===== src/rtl/pair_shuffler.sv =====
// Card dealer: builds a deck of 2*PAIRS cards (each pair ID twice) and shuffles it
// in place with a Fisher-Yates pass indexed by a free-running Galois LFSR.
module pair_shuffler #(
    parameter int          PAIRS = 8,
    parameter int          ID_W  = 3,
    parameter logic [15:0] SEED  = 16'hACE1
) (
    input  logic                      clk,
    input  logic                      reset,
    input  logic                      start,
    input  logic                      reseed,
    input  logic [15:0]               seed_in,
    output logic [2*PAIRS*ID_W-1:0]   deck,
    output logic                      busy,
    output logic                      done
);
    localparam int N      = 2 * PAIRS;
    localparam int IDX_W  = $clog2(N);
    localparam int PROD_W = 8 + IDX_W + 1;

    typedef enum logic [1:0] {IDLE, INIT, SHUFFLE, DONE} state_t;

    state_t           state;
    state_t           state_next;
    logic [15:0]      lfsr;
    logic [IDX_W-1:0] idx;
    logic [IDX_W-1:0] j;
    logic [ID_W-1:0]  cards [N];

    function automatic logic [ID_W-1:0] canon(input int k);
        return ID_W'(k >> 1);
    endfunction

    // Scaling an 8-bit random value by (idx+1) and dropping 8 bits keeps j in 0..idx.
    assign j = IDX_W'((PROD_W'(lfsr[7:0]) * (PROD_W'(idx) + PROD_W'(1))) >> 8);

    always_ff @(posedge clk) begin
        if (reset) begin
            lfsr <= SEED;
        end else if (reseed) begin
            lfsr <= (seed_in == 16'h0000) ? SEED : seed_in;
        end else begin
            lfsr <= (lfsr >> 1) ^ (lfsr[0] ? 16'hB400 : 16'h0000);
        end
    end

    always_ff @(posedge clk) begin
        if (reset) begin
            state <= IDLE;
        end else begin
            state <= state_next;
        end
    end

    always_comb begin
        state_next = state;
        busy       = 1'b0;
        done       = 1'b0;
        case (state)
            IDLE: begin
                if (start) begin
                    state_next = INIT;
                end
            end
            INIT: begin
                busy       = 1'b1;
                state_next = SHUFFLE;
            end
            SHUFFLE: begin
                busy = 1'b1;
                if (idx == IDX_W'(1)) begin
                    state_next = DONE;
                end
            end
            DONE: begin
                done       = 1'b1;
                state_next = IDLE;
            end
            default: state_next = IDLE;
        endcase
    end

    // A swap with j == idx writes the same card back, so it needs no special case.
    always_ff @(posedge clk) begin
        if (reset || state == INIT) begin
            for (int k = 0; k < N; k++) begin
                cards[k] <= canon(k);
            end
            idx <= IDX_W'(N - 1);
        end else if (state == SHUFFLE) begin
            cards[idx] <= cards[j];
            cards[j]   <= cards[idx];
            idx        <= idx - IDX_W'(1);
        end
    end

    for (genvar k = 0; k < N; k++) begin : g_deck
        assign deck[k*ID_W +: ID_W] = cards[k];
    end
endmodule


===== config.mk =====
export PLATFORM = sky130hd
export DESIGN_NAME = pair_shuffler
export DESIGN_NICKNAME = d
export VERILOG_FILES = /design/src/rtl/pair_shuffler.sv
export SDC_FILE = /design/constraint.sdc
export NUM_CORES = 1
export LEC_CHECK = 0
export CAP_MARGIN = 20
export CELL_PAD_IN_SITES_DETAIL_PLACEMENT = 1
export CELL_PAD_IN_SITES_GLOBAL_PLACEMENT = 2
export CORE_UTILIZATION = 27
export CTS_BUF_LIST = sky130_fd_sc_hd__clkbuf_4 sky130_fd_sc_hd__clkbuf_8 sky130_fd_sc_hd__clkbuf_16
export DETAILED_ROUTE_END_ITERATION = 7
export HOLD_SLACK_MARGIN = 0.1
export PLACE_DENSITY_LB_ADDON = 0.1
export RECOVER_POWER = 25
export SLEW_MARGIN = 20
export SYNTH_ARGS = -nofsm -noshare
export SYNTH_HDL_FRONTEND = slang
export SYNTH_SLANG_ARGS = --single-unit

===== constraint.sdc =====
create_clock -name clk -period 7.65 [get_ports clk]
set_input_delay 1.1475 -clock clk [delete_from_list [all_inputs] [get_ports clk]]
set_output_delay 1.1475 -clock clk [all_outputs]
set_load 0.02 [all_outputs]

* After elaboration in Yosys (flattened, before gate mapping)
Memory sizes are Yosys's and may differ from the RTL's. A register that Yosys moved wholly into a read port is not among the register bits.
Cells that the tools add are included.
** Storage, ports and cells
- Memories :: 1
- Memory bits (writable) :: 48
- Bits in registers :: 22
- Input bits :: 20
- Output and inout bits :: 50
- Logic and storage cells :: 42
** Cells by class
- Multipliers :: 1
- $add $sub $neg :: 2
- Multiplexer cells :: 21
- Reduce and logical (&&, ||, !) cells :: 7
- Equal/unequal tests :: 6
- Bitwise logic cells :: 1
** Memory list
- cards :: words 16, width 3, read ports 18, clocked after Yosys merged registers in 1, write ports 16, line 28 : logic [ID_W-1:0] cards [N];
** Operators with widths (number)
- $mux 16 :: 3
- $logic_not 16->1 :: 1
- $mux 4 :: 4
- $xor 15x16->16 :: 1
- $mul 8x5->12 :: 1
- $mux 1 :: 9
- $pmux 2 s4 :: 1
- $mux 3 :: 2
- $reduce_or 3->1 :: 2
- $add 4x1->5 const B :: 1
- $eq 2x2->1 const B :: 2
- $eq 4x1->1 const B :: 1
- $mux 2 :: 2
- $ne 2x2->1 const B :: 2
- $sub 4x1->4 const B :: 1
- $eq 2x1->1 const B :: 1
- $logic_not 2->1 :: 1
- $reduce_and 2->1 :: 1
- $reduce_or 2->1 :: 1
- $logic_or 1x1->1 :: 1

* Logic depth before layout (Yosys ltp)
- Word-level depth :: 6
- Mapped depth :: 23
- Gate-level depth less buffers :: 18

* Worst setup path after synthesis
No wires, ideal clock.
- Path kind :: reg-to-reg
- Start :: register idx[2]
- End :: memory cards[7][2], data pin
- Clock period less this slack :: 5.557 ns
- Setup time :: 0.157 ns
- Path buffers :: 4
- Required time :: 7.493 ns
- Path slack :: 2.093 ns
- Cell stages (with the launch flop) :: 23
- Arrival time :: 5.400 ns
- Path through :: dfxtp_1 -> clkbuf_1 -> nand3_1 -> xor2_1 -> nand2b_1 -> fa_1 -> inv_1 -> fa_1 -> inv_1 -> fa_1 -> inv_1 -> ha_1 -> a21o_1 -> a311o_1 -> buf_6 -> or3_4 -> nand2_4 -> buf_12 -> mux2i_1 -> a222oi_1 -> buf_6 -> nand3_1 -> o221ai_2
** RTL lines
- from (decl) :: line 26 : logic [IDX_W-1:0] idx;
- from (signal assigned) :: line 89 : idx <= IDX_W'(N - 1);
- from (signal assigned) :: line 93 : idx <= idx - IDX_W'(1);
- to (decl) :: line 28

==> parameters.txt <==
Parameter                              Value

Run status
  Status    complete, no violations

Detailed routing
  DRT antenna net count    0
  Met3 WL post-DR    1.140 mm
  Routed length on met2    11.64 mm
  Mean routed wirelength per cell    22.99 µm
  Via total after detailed routing    6246
  Number of DRC violations after detailed-routing iteration 0    435
  Total detailed-routing wirelength    25.75 mm
  Wl on met1    12.38 mm
  Number of vias per cell after detailed routing    5.577
  Pre-Repair DR Iteration Count    5
  Residual DRC    0
  DR top layer    met4

Cells and area
  Count of inserted antenna diode cells    0
  Fill cells    2809
  Fraction of final layout cells sized beyond drive strength 1    8.489%
  Synthesis-to-finish area growth    21.27%
  Storage cell area    1962 µm²
  Final Net Count    859
  Combined area of the multi-input logic cells    4167 µm²

Floorplan
  Width of the chip    157.0 µm
  Num rows    56
  Die area    24630 µm²
  Vertical extent of the die    157.0 µm
  Area of the core    23540 µm²
  Top-level port count    70
  Effective utilization at floorplan    27.54%

Timing
  Post-layout min period    7.063 ns
  Unrepaired setup endpoints after global routing    false
  Setup tns final    0 ns
  Final number of max-transition violations    0
  Final cycle utilization of the critical path    92.33%
  Total count of hold-check failures in the final report    0
  Worst-Margin Slew    1.332 ns
  Setup violators final    0
  Slew HR    11.18%
  Final worst-path setup slack    0.5865 ns
  Setup skew after layout    0.01168 ns
  Achievable Freq    141.6 MHz

Global route
  Total gr overflow    0
  Vias in the first global route    6501
  Pin count of the biggest net entering global routing    32
  Combined global-route utilization of all metal layers    21.86%
  First-pass GRT wire length    39.82 mm
  Number of antenna violations at the first check in global routing    0

Placement
  Input/output buffers    69
  Worst slack at placement    0.6347 ns
  Placed wire-length estimate after detailed placement    19.71 mm
  GPL Wtd Cong    0.8629

Synthesis
  Most instantiated cells after synthesis    sky130_fd_sc_hd__nand2_1 (115), sky130_fd_sc_hd__nor2_1 (58), sky130_fd_sc_hd__edfxtp_1 (48)
  Post-synth top area cell    sky130_fd_sc_hd__edfxtp_1
  Average instance area after synthesis    8.666 µm²
  Cell types occupying the most area after synthesis    sky130_fd_sc_hd__edfxtp_1 (22%), sky130_fd_sc_hd__dfxtp_1 (8.0%), sky130_fd_sc_hd__nand2_1 (6.7%)
  Proportion of register bits with asynchronous set or reset after synthesis    0%
  Top flip-flop cell by instance count after synthesis    sky130_fd_sc_hd__edfxtp_1
  Sequential cell area fraction in the yosys report    30.26%
  Number of distinct library cell variants in the gate-level netlist after synthesis    65
  Yosys reg bits    74
  Synth Cell Area    6482 µm²
  Number of synthesized flops with an enable pin    48
  Cell count after synthesis    748
  Proportion of netlist area held by the largest area contributor    22.24%
  Yosys Warn Count    0
  Net count of the mapped netlist    811
  Leading cell type by number of instances after synthesis    sky130_fd_sc_hd__nand2_1

Setup path
  Arrival time of data at the critical path endpoint    7.14 ns
  Crit Path Max Fanout    16
  Cells along the critical path    ha_1, xor2_1, nand2_1, fa_1, inv_1, fa_1, inv_1, fa_1, inv_1, ha_1, a21o_1, a311o_1, o21ai_4, nor4bb_1, o221ai_1, o211a_1, o32ai_1, a31oi_1
  Critical setup path kind    flop to flop
  Largest stage delay on the critical path    0.71 ns
  Setup slack of the most critical reg-to-reg path    0.59 ns
  Slowest stage cell, crit path    sky130_fd_sc_hd__nor4bb_1
  Required time at the worst-slack endpoint    7.73 ns
  Kind of capture point of the worst setup path    flop
  Startpoint class of the critical path    flop

Clocking
  Level count of the clock H-tree    3
  CTS tree    yes
  Clock sinks    74
  Total clock buffers created by CTS    9
  Later-pin clock latency in the skew report    0.35 ns
  Number of buffers between clock root and the deepest sink    2
  Post-CTS setup buffer count    0
  Count of cells resized by post-cts repair    0
  Clock transition time at the flip-flop clock pins of the worst setup and hold paths    0.07 ns
  Quantity of hold-fixing buffers added after cts    0
  CTS root buffer    sky130_fd_sc_hd__clkbuf_16

Flow run
  Number of maximum-capacitance violations    0

Worst hold path
  Hold Path Class    flop to flop
==> layout by cell type (no fill, tap or decap), types with 6 or more instances in the layout <==
cell type                           n
sky130_fd_sc_hd__nand2_1          115
sky130_fd_sc_hd__nor2_1            58
sky130_fd_sc_hd__edfxtp_1          48
sky130_fd_sc_hd__clkdlybuf4s50_1   42
sky130_fd_sc_hd__inv_1             33
sky130_fd_sc_hd__nand3_1           30
sky130_fd_sc_hd__a21oi_1           27
sky130_fd_sc_hd__ha_1              27
sky130_fd_sc_hd__dlygate4sd3_1     27
sky130_fd_sc_hd__dfxtp_1           26
sky130_fd_sc_hd__o21ai_0           25
sky130_fd_sc_hd__mux2i_1           23
sky130_fd_sc_hd__buf_4             22
sky130_fd_sc_hd__o211ai_1          19
sky130_fd_sc_hd__and2_1            18
sky130_fd_sc_hd__nand2b_1          17
sky130_fd_sc_hd__o22ai_1           16
sky130_fd_sc_hd__fa_1              16
sky130_fd_sc_hd__mux4_2            14
sky130_fd_sc_hd__nor3_1            13
sky130_fd_sc_hd__o2bb2ai_1         12
sky130_fd_sc_hd__a211o_1           12
sky130_fd_sc_hd__a31oi_1           11
sky130_fd_sc_hd__nand4_1           11
sky130_fd_sc_hd__nor2b_1           10
sky130_fd_sc_hd__nor4_1             9
sky130_fd_sc_hd__clkbuf_16          9
sky130_fd_sc_hd__a22oi_1            8
sky130_fd_sc_hd__xor2_1             7
sky130_fd_sc_hd__mux2_2             7
sky130_fd_sc_hd__o21ai_1            7
sky130_fd_sc_hd__a221oi_1           7
sky130_fd_sc_hd__and3_1             6
sky130_fd_sc_hd__a221o_1            6
==> layer usage <==
metal / GRT usage (%) / vias to the layer above
li1: - / 2866
met2: 34.67 / 177
met5: 0 / -
met1: 30.55 / 3170
met4: 7.563 / 0
met3: 2.616 / 33
==> state kept, by name (all words and copies together) (netlist names), named ones only <==
name / flops
cards: 48
idx: 4
lfsr: 16
state: 2
==> logic make-up (layout without fill, tap and decap cells) <==
logic type | Yosys count | after routing | share of synthesized area, %
and+or+nand+nor | 302 | 302 | 22.14
AOI/OAI and AO/OA | 182 | 182 | 20.05
adders and majority gates | 43 | 43 | 10.15
muxes | 44 | 44 | 9.631
xor gates and xnor gates | 14 | 14 | 1.892
buffers and inverters | 89 | 142 | 5.868
DFF | 74 | 74 | 30.26
==> final cells by class <==
cell class                 count  share of cell area, %
sequential                    74                  24.96
inverter                      34                  1.623
tap                          319                  5.077
timing repair buffer          92                  10.93
multi-input combinational    585                  53.00
clock inverter                 6                  1.448
clock buffer                  10                  2.960
==> critical path, delay by kind of cell, from the launching register on <==
family	cells	cell delay, ns
AO/OA/AOI/OAI	7	2.47
adder cells (fa/ha/maj)	5	2.22
AND/OR/NAND/NOR	2	0.87
flip-flops	1	0.57
XOR/XNOR	1	0.51
buffers and inverters	3	0.14
==> per-stage QoR <==
step	instance area, µm²	std cells	hold WS (ns)	util [%]
floorplan	6482	748	0.4327	-
global placement	7518	1104	0.4450	31.94
detailed placement	7518	1104	0.4488	31.94
CTS	7865	1120	0.4652	33.41
global route	7861	1120	0.4900	33.39
finish	7861	1120	0.4588	33.39
==> path summary, 6_finish.rpt <==
kind                              start     endpoint  cells past startpoint
worst max-delay path             idx[0]  cards[5][1]                     18
worst min-delay path            lfsr[8]      lfsr[7]                      2
worst max register to register   idx[0]  cards[5][1]                     18
worst min register to register  lfsr[8]      lfsr[7]                      2
Power is left out: the tool's default activity adds up to more than one toggle a clock period on the data nets, which glitch-free logic cannot reach.
